==> src/rtl/mult_pkg.sv <==
// Shared types and helpers for the multicycle multiply/divide units.
package mult_pkg;

  localparam int MULT_WIDTH = 32;
  localparam int PROD_WIDTH = 2 * MULT_WIDTH;

  typedef enum logic [1:0] {
    IDLE,
    RUN,
    FINISH
  } mult_state_t;

  // Two's-complement negate of the low 'width' bits; bits above 'width' are cleared.
  function automatic logic [PROD_WIDTH-1:0] twos_neg(input logic [PROD_WIDTH-1:0] value,
                                                     input int width);
    logic [PROD_WIDTH-1:0] mask;
    mask = (width >= PROD_WIDTH) ? '1 : ((PROD_WIDTH'(1) << width) - 1'b1);
    return (~value + 1'b1) & mask;
  endfunction

endpackage

==> src/rtl/mult_seq.sv <==
// Shift-add sequential multiplier (MULT/MULTU), sharing the divider's start/busy/done handshake.
// Operands are reduced to magnitudes up front and the sign is applied once at the end.
module mult_seq
  import mult_pkg::*;
#(
  parameter int WIDTH = MULT_WIDTH
) (
  input  logic             clk,
  input  logic             rst,
  input  logic             start,
  input  logic             signed_op,
  input  logic [WIDTH-1:0] a,
  input  logic [WIDTH-1:0] b,
  output logic             busy,
  output logic             done,
  output logic [WIDTH-1:0] hi,
  output logic [WIDTH-1:0] lo
);

  localparam int CW = $clog2(WIDTH + 1);

  mult_state_t           state_q;
  logic [WIDTH-1:0]      mcand_q;
  logic [WIDTH-1:0]      mplier_q;
  logic [WIDTH-1:0]      acc_q;
  logic [WIDTH-1:0]      hi_q;
  logic [WIDTH-1:0]      lo_q;
  logic [CW-1:0]         count_q;
  logic                  neg_q;
  logic                  busy_q;
  logic                  done_q;

  logic [WIDTH-1:0]      absA_d;
  logic [WIDTH-1:0]      absB_d;
  logic [WIDTH:0]        sum_d;
  logic [PROD_WIDTH-1:0] prodRaw_d;
  logic [PROD_WIDTH-1:0] prodNeg_d;
  logic [2*WIDTH-1:0]    product_d;

  // The sum keeps one extra bit so the carry can shift into the accumulator MSB.
  always_comb begin
    absA_d    = (signed_op && a[WIDTH-1]) ? (~a + 1'b1) : a;
    absB_d    = (signed_op && b[WIDTH-1]) ? (~b + 1'b1) : b;
    sum_d     = {1'b0, acc_q} + (mplier_q[0] ? {1'b0, mcand_q} : '0);
    prodRaw_d = '0;
    prodRaw_d[2*WIDTH-1:0] = {acc_q, mplier_q};
    prodNeg_d = twos_neg(prodRaw_d, 2 * WIDTH);
    product_d = neg_q ? prodNeg_d[2*WIDTH-1:0] : {acc_q, mplier_q};
  end

  always_ff @(posedge clk) begin
    if (rst) begin
      state_q  <= IDLE;
      mcand_q  <= '0;
      mplier_q <= '0;
      acc_q    <= '0;
      hi_q     <= '0;
      lo_q     <= '0;
      count_q  <= '0;
      neg_q    <= 1'b0;
      busy_q   <= 1'b0;
      done_q   <= 1'b0;
    end else begin
      done_q <= 1'b0;
      case (state_q)
        IDLE: begin
          if (start) begin
            mcand_q  <= absA_d;
            mplier_q <= absB_d;
            acc_q    <= '0;
            neg_q    <= signed_op & (a[WIDTH-1] ^ b[WIDTH-1]);
            count_q  <= '0;
            busy_q   <= 1'b1;
            state_q  <= RUN;
          end
        end
        RUN: begin
          acc_q    <= sum_d[WIDTH:1];
          mplier_q <= {sum_d[0], mplier_q[WIDTH-1:1]};
          count_q  <= count_q + 1'b1;
          if (count_q == CW'(WIDTH - 1)) begin
            state_q <= FINISH;
          end
        end
        FINISH: begin
          {hi_q, lo_q} <= product_d;
          done_q       <= 1'b1;
          busy_q       <= 1'b0;
          state_q      <= IDLE;
        end
        default: begin
          state_q <= IDLE;
          busy_q  <= 1'b0;
        end
      endcase
    end
  end

  assign busy = busy_q;
  assign done = done_q;
  assign hi   = hi_q;
  assign lo   = lo_q;

endmodule
==> config.mk <==
export PLATFORM = sky130hd
export DESIGN_NAME = mult_seq
export DESIGN_NICKNAME = d
export VERILOG_FILES = /design/src/rtl/mult_pkg.sv /design/src/rtl/mult_seq.sv
export SDC_FILE = /design/constraint.sdc
export NUM_CORES = 1
export LEC_CHECK = 0
export BUFFER_PORTS_ARGS = -buffer_cell sky130_fd_sc_hd__clkbuf_2
export CORE_UTILIZATION = 35
export DETAILED_ROUTE_END_ITERATION = 10
export REMOVE_ABC_BUFFERS = 1
export SLEW_MARGIN = 30
export SYNTH_ARGS = -nofsm -noshare
export SYNTH_HDL_FRONTEND = slang
export SYNTH_SLANG_ARGS = --single-unit
export TNS_END_PERCENT = 5
==> constraint.sdc <==
create_clock -name clk -period 3.5 [get_ports clk]
set_input_delay 0.7 -clock clk [delete_from_list [all_inputs] [get_ports clk]]
set_output_delay 0.7 -clock clk [all_outputs]
set_load 0.05 [all_outputs]
Word-level counts from Yosys, hierarchy flattened
Index checks and enable logic that the tools add are counted.
{ "totals": {"regBits": 171, "latch_bits": 0, "ramBits": 0, "rom_bits": 0, "in_bits": 68, "output_inout_bits": 66, "n_memories": 0} }
{ "classes": {"add_sub_neg": 5, "multipliers": 0, "div_mod_pow": 0, "order_cmp": 0, "eq_ne": 5, "shifts": 0, "mux": 16, "bitwise_logic": 6, "n_reduce_logical": 8} }
{ "ops": {"columns": ["op", "n"], "rows": [
  ["two-way mux 32 bit", 5],
  ["one-hot mux 32 bit (2 select lines)", 2],
  ["adder 32 x 1 -> 32 bit, second input constant", 2],
  ["adder 64 x 1 -> 64 bit, second input constant", 1],
  ["two-way mux 64 bit", 1],
  ["NOT 32 bit", 2],
  ["NOT 64 bit", 1],
  ["adder 32 x 32 -> 33 bit", 1],
  ["one-hot mux 6 bit (2 select lines)", 1],
  ["AND reduction 2 bit", 4],
  ["adder 6 x 1 -> 6 bit, second input constant", 1],
  ["== test 6 x 5 -> 1 bit, second input constant", 1],
  ["two-way mux 6 bit", 1],
  ["two-way mux 2 bit", 2],
  ["!= test 2 bit, second input constant", 2],
  ["one-hot mux 2 bit (2 select lines)", 1],
  ["== test 2 x 1 -> 1 bit, second input constant", 1],
  ["== test 2 bit, second input constant", 1],
  ["logical AND 1 bit", 2],
  ["zero test 2 bit", 1],
  ["two-way mux 1 bit", 2],
  ["one-hot mux 1 bit (2 select lines)", 1],
  ["nonzero test 2 bit", 1],
  ["bitwise AND 1 bit", 1],
  ["other kinds (2)", 2]
]} }

Longest topological paths before layout
Gate-level depths: netlist of the first run.
{ "depth": {"depth_word": 5, "depth_mapped": 12, "depth_no_buf": 11} }

Worst setup path after synthesis of the first run
Ideal clock, no wire load.
{ "synth_timing": {"path_kind": "register -> register", "startpoint": "reg mplier_q[0]", "endpoint": "reg acc_q[27]", "arrival_ps": 2724, "t_required_ps": 3437, "slack_ps": 713, "path_stages_with_launch": 13, "path_buffers": 1, "synth_period_minus_slack_ps": 2787, "path_cell_list": "dfxtp_1 > clkbuf_1 > and2_1 > ha_1 > inv_1 > fa_1 > nand2b_1 > a21oi_1 > o2111ai_1 > nand3_1 > a21oi_1 > or4_1 > nand3_1"} }
{ "synth_between": {"elab_chain_len": 3} }
{ "synth_rtl": {"columns": ["element", "line_no", "source"], "rows": [
  ["start: declaration", "mult_seq.sv:24", "logic [WIDTH-1:0] mplier_q;"],
  ["start signal: assignment", "mult_seq.sv:69", "mplier_q <= absB_d;"],
  ["start signal: assignment", "mult_seq.sv:79", "mplier_q <= {sum_d[0], mplier_q[WIDTH-1:1]};"],
  ["two-way mux 32 bit", "mult_seq.sv:44", "sum_d = {1'b0, acc_q} + (mplier_q[0] ? {1'b0, mcand_q} : '0);"],
  ["adder 32 x 32 -> 33 bit", "mult_seq.sv:44", null],
  ["one-hot mux 32 bit (2 select lines)", "mult_seq.sv:65", "case (state_q)"],
  ["end signal: assignment", "mult_seq.sv:78", "acc_q <= sum_d[WIDTH:1];"],
  ["end: declaration", "mult_seq.sv:25", "logic [WIDTH-1:0] acc_q;"]
]} }
Every way passes these cells.
A chain may end at the register's enable or synchronous reset.

Worst setup path in the final report of the first run
{ "layout_timing": {"startpoint": "reg mplier_q[0]", "endpoint": "reg acc_q[22]"} }
The elaborated chain is that of the path after synthesis.

==> results of run 1 <==
==> routing by layer <==
layer | GRT usage, % | routed length, um | vias up
li1 | - | - | 5111
met1 | 29.68 | 15800 | 4527
met2 | 27.78 | 12690 | 223
met3 | 2.534 | 1384 | 22
met4 | 4.598 | 357 | 0
met5 | 0 | 0 | -
==> flip-flops by register name, summed over array words and instances, names as in the netlist <==
| name | count |
|---|---|
| mcand_q | 32 |
| count_q | 6 |
| lo | 32 |
| mplier_q | 32 |
| neg_q | 1 |
| busy | 1 |
| hi | 32 |
| done | 1 |
| state_q | 2 |
| acc_q | 32 |
==> final timing paths <==
kind | depth (start not counted) | start | end | slack [ns]
max | 11 | mplier_q[0] | acc_q[22] | 0.58
max reg2reg | 11 | mplier_q[0] | acc_q[22] | 0.58
min | 2 | hi[23] | hi[23] | 0.45
min reg2reg | 2 | hi[23] | hi[23] | 0.45
==> power by group through the flow <==
| stage | clock (W) | sequential (W) | combinational, W |
|---|---|---|---|
| 2_1_floorplan | 0 | 0.00213 | 0.000510 |
| 4_1_cts | 0.00194 | 0.00211 | 0.000766 |
| 6_report | 0.00190 | 0.00211 | 0.000765 |
| 3_5_place_dp | 0 | 0.00216 | 0.000764 |
| 5_1_grt | 0.00203 | 0.00212 | 0.000849 |
| 3_3_place_gp | 0 | 0.00215 | 0.000757 |
==> layout by cell type, fill, tap and decap left out, drive strengths merged, types with 9 or more instances in the layout <==
cell type,netlist,layout
o21ai,104,104
ha,36,36
nand2b,11,11
o31ai,31,31
clkbuf,77,149
xor2,86,86
nor4,11,11
o21a,9,9
xnor2,52,52
or4,19,19
nand4,13,13
o41ai,15,15
a311oi,9,9
nor2,134,134
nor3,32,32
or3,24,24
nand2,160,160
and2,35,35
a211oi,63,63
inv,26,32
buf,7,18
nand3,34,34
clkinv,0,9
a21oi,92,92
a21o,14,14
a22oi,31,31
dfxtp,171,171
==> cells in the mapped netlist, types with 6 or more instances <==
cell type	number
sky130_fd_sc_hd__and3_1	8
sky130_fd_sc_hd__o41ai_1	10
sky130_fd_sc_hd__o21ai_0	94
sky130_fd_sc_hd__xnor2_1	52
sky130_fd_sc_hd__o21bai_1	6
sky130_fd_sc_hd__nor2_1	134
sky130_fd_sc_hd__clkbuf_1	77
sky130_fd_sc_hd__a22oi_1	31
sky130_fd_sc_hd__o211ai_1	6
sky130_fd_sc_hd__dfxtp_1	171
sky130_fd_sc_hd__buf_1	6
sky130_fd_sc_hd__a31oi_1	8
sky130_fd_sc_hd__inv_1	26
sky130_fd_sc_hd__nand3_1	34
sky130_fd_sc_hd__o31ai_2	6
sky130_fd_sc_hd__and2_1	34
sky130_fd_sc_hd__or3_1	22
sky130_fd_sc_hd__nand4_1	12
sky130_fd_sc_hd__a311oi_1	9
sky130_fd_sc_hd__a211oi_1	63
sky130_fd_sc_hd__a21oi_1	92
sky130_fd_sc_hd__o21a_1	9
sky130_fd_sc_hd__nor3_1	30
sky130_fd_sc_hd__o22ai_1	8
sky130_fd_sc_hd__nor4_1	8
sky130_fd_sc_hd__xor2_1	86
sky130_fd_sc_hd__a21o_1	14
sky130_fd_sc_hd__nand2b_1	11
sky130_fd_sc_hd__ha_1	36
sky130_fd_sc_hd__or4_1	16
sky130_fd_sc_hd__nand2_1	159
sky130_fd_sc_hd__o21ai_1	9
sky130_fd_sc_hd__o31ai_1	25
==> per-stage QoR <==
step | hold slack [ns] | cell area [um2] | cells | setup TNS (ns) | util, %
finish | 0.4514 | 12270 | 1855 | 0 | 41.16
global placement | 0.4359 | 11660 | 1823 | 0 | 39.15
detailed placement | 0.4435 | 11660 | 1823 | 0 | 39.15
global route | 0.4672 | 12270 | 1855 | 0 | 41.16
CTS | 0.4561 | 12260 | 1855 | 0 | 41.16
floorplan | 0.4257 | 10350 | 1283 | -248.34 | -
==> cell type report <==
type,instances,area [um2]
fillers,3122,17530
multi-input cells,1086,6848
flip-flops and latches,171,3425
repair buffers,150,808.3
well taps,390,488.0
clock buffers,17,425.4
clock inverters,15,173.9
inverters,26,97.59
==> cells by family after synthesis <==
logic type      after synthesis  synth area share, %
flops                       171                32.07
fa+ha+maj                    37                4.407
mux                           4               0.3868
xor+xnor                    138                11.32
compound gates              409                25.12
simple gates                498                22.73
buf+inv                     111                3.962
==> worst reg2reg max path: cells and delay by family, from the launching register on <==
| family | cells | cell delay [ns] |
|---|---|---|
| adder cells (fa/ha/maj) | 1 | 0.25 |
| AND/OR/NAND/NOR | 2 | 0.27 |
| buffers and inverters | 2 | 0.48 |
| flip-flops | 1 | 0.44 |
| AO/OA/AOI/OAI | 5 | 1.19 |
| XOR/XNOR | 1 | 0.17 |
==> impl_results.rst, run 1 <==
.. list-table::
   :header-rows: 1

   * - Metric
     - Value
   * - Area of the core
     - 29,800 um2
   * - Endpoint type of the worst setup path
     - register
   * - Final hold vios
     - 0
   * - Portion of the clock cycle consumed by the worst path in the final layout
     - 83.48%
   * - Number of enable-type register cells in the synthesized netlist
     - 0
   * - Number of cell rows
     - 63
   * - Dominant cell type by area after synthesis
     - sky130_fd_sc_hd__dfxtp_1
   * - # clock sinks
     - 171
   * - Worst Slack Setup Final
     - 0.5781 ns
   * - Worst max-slew margin expressed relative to the limit
     - 43.08%
   * - Power share of the combinational group
     - 16.0%
   * - Total congestion overflow
     - 0
   * - Unique masters post-synth
     - 65
   * - Post-synthesis area per instance
     - 7.803 um2
   * - H-tree depth
     - 4
   * - Clk network pwr share
     - 39.8%
   * - Cell with the largest stage delay on the worst path
     - sky130_fd_sc_hd__dfxtp_1
   * - Total via count in the routed design
     - 9,883
   * - Total die area
     - 31,200 um2
   * - Final net count
     - 1,557
   * - Top Ports
     - 134
   * - Worst path top cell family by delay
     - compound AO/OA/AOI/OAI gates
   * - Worst setup SP type
     - register
   * - Number of buffers inserted by post-CTS setup repair
     - 0
   * - Number of endpoints failing setup at the final stage
     - 0
   * - Layout cell share with drive strength beyond 1
     - 14.81%
   * - Total iterations of the first detailed-routing run
     - 5
   * - Upper clock frequency limit
     - 342.2 MHz
   * - Class of the tightest hold or removal check
     - register to register
   * - Top cells by area in the synthesized netlist
     - sky130_fd_sc_hd__dfxtp_1, sky130_fd_sc_hd__xor2_1, sky130_fd_sc_hd__nand2_1, sky130_fd_sc_hd__nor2_1, sky130_fd_sc_hd__a211oi_1
   * - Required time of the worst setup path
     - 3.80 ns
   * - Worst-case clock skew
     - 0.01177 ns
   * - Die Ht
     - 176.6 um
   * - Leakage
     - 4.662 nW
   * - Primary flip-flop cell chosen by synthesis mapping
     - sky130_fd_sc_hd__dfxtp_1
   * - Proportion of synthesized flip-flops having asynchronous set or reset
     - 0%
   * - Max Cap Viol
     - 0
   * - Global router's overall resource usage
     - 19.26%
   * - Via count of the first global-routing pass
     - 8,942
   * - CTS Root Buffer Type
     - sky130_fd_sc_hd__clkbuf_16
   * - CP arrival
     - 3.22 ns
   * - Flop pwr share
     - 44.2%
   * - Time the final worst path needs with I/O delays and setup
     - 2.922 ns
   * - Routability Congestion
     - 0.9297
   * - Pint
     - 0.003273 W
   * - Worst setup timing slack at the placement stage
     - 0.5627 ns
   * - Post-CTS Resized
     - 0
   * - DRC viols
     - 0
   * - Hold buffer count at cts
     - 0
   * - Number of synthesis warnings
     - 0
   * - Antenna violations before repair
     - 0
   * - Port buffer count
     - 133
   * - CTS Buf Count
     - 17
   * - TritonCTS clock tree
     - yes
   * - Latest clock arrival within the worst-skew pair
     - 0.44 ns
   * - Worst setup path class
     - register to register
   * - Worst-path fanout max
     - 31
   * - Sequential-to-total area share from yosys stat
     - 32.07%
   * - Yosys top cell area share
     - 32.07%
   * - Number of violations reported at the end of detailed-routing iteration 0
     - 685
   * - Proportion of total power due to net switching
     - 31.49%
   * - Crit-path cells
     - buf_4 > and2_1 > ha_1 > a211oi_1 > nor2_1 > o41ai_1 > buf_4 > a31oi_1 > a21boi_0 > xor2_1 > o21ai_0
   * - Starting density of the core
     - 35.82%
   * - Mapped cell area
     - 10,670 um2
   * - Result of the run
     - finished clean
   * - Yosys reg bits
     - 171
   * - Placed wire-length estimate
     - 23,140 um
   * - Synthesized instance count
     - 1,368
   * - Count of buffer and inverter cells on the critical path
     - 2
   * - Worst-margin pin slew
     - 0.8539 ns
   * - Area added between synthesis and finish
     - 14.91%
   * - Worst IR drop on VDD
     - 0.3043 mV
   * - First-pass GRT wire length
     - 48,140 um
   * - Peak per-stage delay on the critical path
     - 0.44 ns
   * - Routed vias/inst
     - 5.328
   * - Count of antenna-violating nets left after detailed routing
     - 0
   * - Diode insertion count for antenna repair
     - 0
   * - Unrepaired setup endpoints after global routing
     - false
   * - Per-cell routed wire length
     - 16.29 um
   * - Design Power
     - 0.004777 W
   * - Detailed Route WL
     - 30,230 um
   * - Horiz. Die Dim
     - 176.6 um
   * - Count of pins over their slew limit
     - 0
   * - Power per cell area
     - 389.5 nW/um2
   * - Largest net degree at the start of global routing
     - 91
   * - Maximum buffer depth of the clock tree
     - 2
   * - Critical path's most frequent cell
     - sky130_fd_sc_hd__buf_4
   * - Sw Pwr
     - 0.001504 W
   * - CTS clk-pin slew, worst paths
     - 0.08 ns
Note: power is estimated with default switching activity, not from simulation.
==> run 2, diff against run 1 <==
Clock period 3.5 ns to 2.75 ns, I/O delays scaled along.
==> run 2 against run 1 <==
  * Sequential power rose by 27%
  * First-iteration DRC count rose by 3.4%
  * Global-route usage rose by 0.52 points
  * Clock power rose by 28%
  * Power rose by 29%
  * Die area did not move
  * Worst setup slack got worse by 0.46 ns
  * Cell count rose by 3.5%
  * Critical path type unchanged
  * Critical endpoint is now acc_q[15]
  * Largest cell class unchanged
  * Largest power group unchanged
  * Highest routed layer unchanged
==> impl_results.rst, run 2 (synthesis gave the netlist of run 1 again) <==
.. list-table::
   :header-rows: 1

   * - Metric
     - Value
   * - Result of the run
     - finished clean
   * - Total iterations of the first detailed-routing run
     - 7 (+2)
   * - Max Cap Viol
     - 0 (unchanged)
   * - Layout cell share with drive strength beyond 1
     - 19.29% (+4.5 points)
   * - Portion of the clock cycle consumed by the worst path in the final layout
     - 95.76% (+12 points)
   * - Starting density of the core
     - 35.82% (unchanged)
   * - Utilization after layout
     - 43.17% (+2.0 points)
   * - CP arrival
     - 2.96 ns (-0.26 ns)
   * - Number of cell rows
     - 63 (unchanged)
   * - Total via count in the routed design
     - 10,270 (+3.9%)
   * - Number of endpoints failing setup at the final stage
     - 0 (unchanged)
   * - Worst-margin pin slew
     - 0.7445 ns (-0.1093 ns)
   * - Worst-case clock skew
     - 0.01120 ns (-0.0005694 ns)
   * - Hold slack final
     - 0.3918 ns (-0.05959 ns)
   * - Via count of the first global-routing pass
     - 9,311 (+4.1%)
   * - Maximum buffer depth of the clock tree
     - 2 (unchanged)
   * - CTS Root Buffer Type
     - sky130_fd_sc_hd__clkbuf_16
   * - Worst max-slew margin expressed relative to the limit
     - 50.36% (+7.3 points)
   * - Placed wire-length estimate
     - 24,120 um (+4.3%)
   * - Routed vias/inst
     - 5.352 (+0.46%)
   * - Worst setup path class
     - register to register
   * - CTS Buf Count
     - 17 (unchanged)
   * - Die Ht
     - 176.6 um (unchanged)
   * - Flop pwr share
     - 43.1% (-1.1 points)
   * - Detailed Route WL
     - 31,140 um (+3.0%)
   * - Final net count
     - 1,621 (+4.1%)
   * - Area added between synthesis and finish
     - 20.50%
   * - First-pass GRT wire length
     - 49,180 um (+2.1%)
   * - Number of buffers inserted by post-CTS setup repair
     - 0 (unchanged)
   * - Post-CTS Resized
     - 0 (unchanged)
   * - Per-cell routed wire length
     - 16.23 um (-0.40%)
   * - Global router's overall resource usage
     - 19.78% (+0.52 points)
   * - Unrepaired setup endpoints after global routing
     - true
   * - # clock sinks
     - 171 (unchanged)
   * - Power per cell area
     - 480.6 nW/um2 (+23%)
   * - Antenna violations before repair
     - 0 (unchanged)
   * - Upper clock frequency limit
     - 379.7 MHz (+11%)
   * - Startpoint of the lowest-slack hold path
     - a[0]
   * - Final hold vios
     - 0 (unchanged)
   * - Reg2Reg Launch Point
     - mplier_q[0]
   * - Count of pins over their slew limit
     - 0 (unchanged)
   * - Startpoint of the worst setup timing path
     - mplier_q[0]
   * - CTS clk-pin slew, worst paths
     - 0.07 ns (about the same)
   * - Worst IR drop on VDD
     - 0.4478 mV (+47%)
   * - Class of the tightest hold or removal check
     - input port to register
   * - Sw Pwr
     - 0.001950 W (+30%)
   * - Hold buffer count at cts
     - 0 (unchanged)
   * - Endpoint type of the worst setup path
     - register
   * - TritonCTS clock tree
     - yes
   * - Area of the core
     - 29,800 um2 (unchanged)
   * - Total die area
     - 31,200 um2 (unchanged)
   * - Filler Cell Count
     - 3,090 (-1.0%)
   * - Proportion of total power due to net switching
     - 31.55% (+0.063 points)
   * - Worst setup SP type
     - register
   * - Pint
     - 0.004231 W (+29%)
   * - Clk network pwr share
     - 39.3% (-0.5 points)
   * - Top Ports
     - 134 (unchanged)
   * - Port buffer count
     - 133 (unchanged)
   * - H-tree depth
     - 4 (unchanged)
   * - Number of violations reported at the end of detailed-routing iteration 0
     - 708 (+3.4%)
   * - Latest clock arrival within the worst-skew pair
     - 0.44 ns (about the same)
   * - Top library cells by usage in the layout, fill and taps aside
     - sky130_fd_sc_hd__dfxtp_1, sky130_fd_sc_hd__nand2_1, sky130_fd_sc_hd__clkbuf_2
   * - Most common library cell in the layout ignoring fill and taps
     - sky130_fd_sc_hd__dfxtp_1
   * - Horiz. Die Dim
     - 176.6 um (unchanged)
   * - Largest net degree at the start of global routing
     - 88 (-3.3%)
   * - Power share of the combinational group
     - 17.6% (+1.6 points)
   * - Design Power
     - 0.006181 W (+29%)
   * - DRC viols
     - 0 (unchanged)
   * - Time the final worst path needs with I/O delays and setup
     - 2.633 ns (-0.2884 ns)
   * - Count of antenna-violating nets left after detailed routing
     - 0 (unchanged)
   * - Diode insertion count for antenna repair
     - 0 (unchanged)
   * - Required time of the worst setup path
     - 3.07 ns (-0.73 ns)
   * - Routability Congestion
     - 0.9474 (+1.9%)
   * - Total congestion overflow
     - 0 (unchanged)
   * - Leakage
     - 4.997 nW (+7.2%)
   * - Worst-path fanout max
     - 12 (-61%)
## run 2: changes by cell type in the layout (fill, tap and decap cells not counted), moves of 2 or more
cell / change
sky130_fd_sc_hd__dfxtp_1: -2
sky130_fd_sc_hd__a21oi_1: -4
sky130_fd_sc_hd__ha_2: +2
sky130_fd_sc_hd__o21ai_1: +7
sky130_fd_sc_hd__buf_12: +4
sky130_fd_sc_hd__a31oi_2: +2
sky130_fd_sc_hd__inv_8: -2
sky130_fd_sc_hd__ha_1: -3
sky130_fd_sc_hd__dfxtp_2: +2
sky130_fd_sc_hd__a21oi_2: +4
sky130_fd_sc_hd__buf_4: +60
sky130_fd_sc_hd__a31oi_1: -2
sky130_fd_sc_hd__o21ai_0: -7
## run 2: metrics by stage
stage               setup WS, ns  instance area, um2  TNS [ns]  instances
detailed placement       0.04284               12190         0       1887
global placement         0.08090               12190         0       1887
global route            -0.03334               12860  -0.04974       1919
CTS                      0.06982               12790         0       1919
floorplan                 -5.124               10350   -327.33       1283
finish                    0.1165               12860         0       1919
## run 2: critical path, cell delays in order (launching register included)
cell and delay (ns):
sky130_fd_sc_hd__dfxtp_2 0.34, sky130_fd_sc_hd__buf_4 0.16, sky130_fd_sc_hd__and2_1 0.18, sky130_fd_sc_hd__ha_1 0.33
sky130_fd_sc_hd__o21ai_0 0.27, sky130_fd_sc_hd__a21oi_2 0.09, sky130_fd_sc_hd__buf_4 0.16, sky130_fd_sc_hd__o211a_1 0.25
sky130_fd_sc_hd__o211ai_1 0.22, sky130_fd_sc_hd__o211ai_1 0.14, sky130_fd_sc_hd__xnor2_1 0.26, sky130_fd_sc_hd__o21ai_0 0.11
## run 2: path summary, 6_finish.rpt
kind,depth (start not counted),to,slack (ns)
setup / recovery,11,acc_q[15],0.12
setup reg to reg,11,acc_q[15],0.12
hold reg to reg,2,hi[23],0.45
hold / removal,3,mcand_q[0],0.39
## run 2: per-layer routing
layer  GRT usage, %  vias up  share of wire [%]  routed length (um)
li1               -     5233                  -                   -
met1          29.04     4746                 50               15570
met2          29.49      254                 43               13400
met3          2.771       38                5.4                1680
met4          6.214        0                1.6                 495
met5              0        -                  0                   0
## run 2: area by class of cell
class | instances | area [um2] | area share (%)
Sequential cell | 171 | 3427 | 26.64
Multi-Input combinational cell | 1086 | 6910 | 53.73
Inverter | 26 | 97.59 | 0.7588
Clock buffer | 17 | 425.4 | 3.307
Tap cell | 390 | 488.0 | 3.794
Timing Repair Buffer | 214 | 1339 | 10.41
Clock inverter | 15 | 175.2 | 1.362
## run 2: power by group through the flow
stage               clock, W  sequential, W  combinational [W]
finish               0.00243        0.00267            0.00109
global route         0.00260        0.00268            0.00120
CTS                  0.00249        0.00266            0.00108
detailed placement         0        0.00272            0.00108
global placement           0        0.00272            0.00107
floorplan                  0        0.00272           0.000649
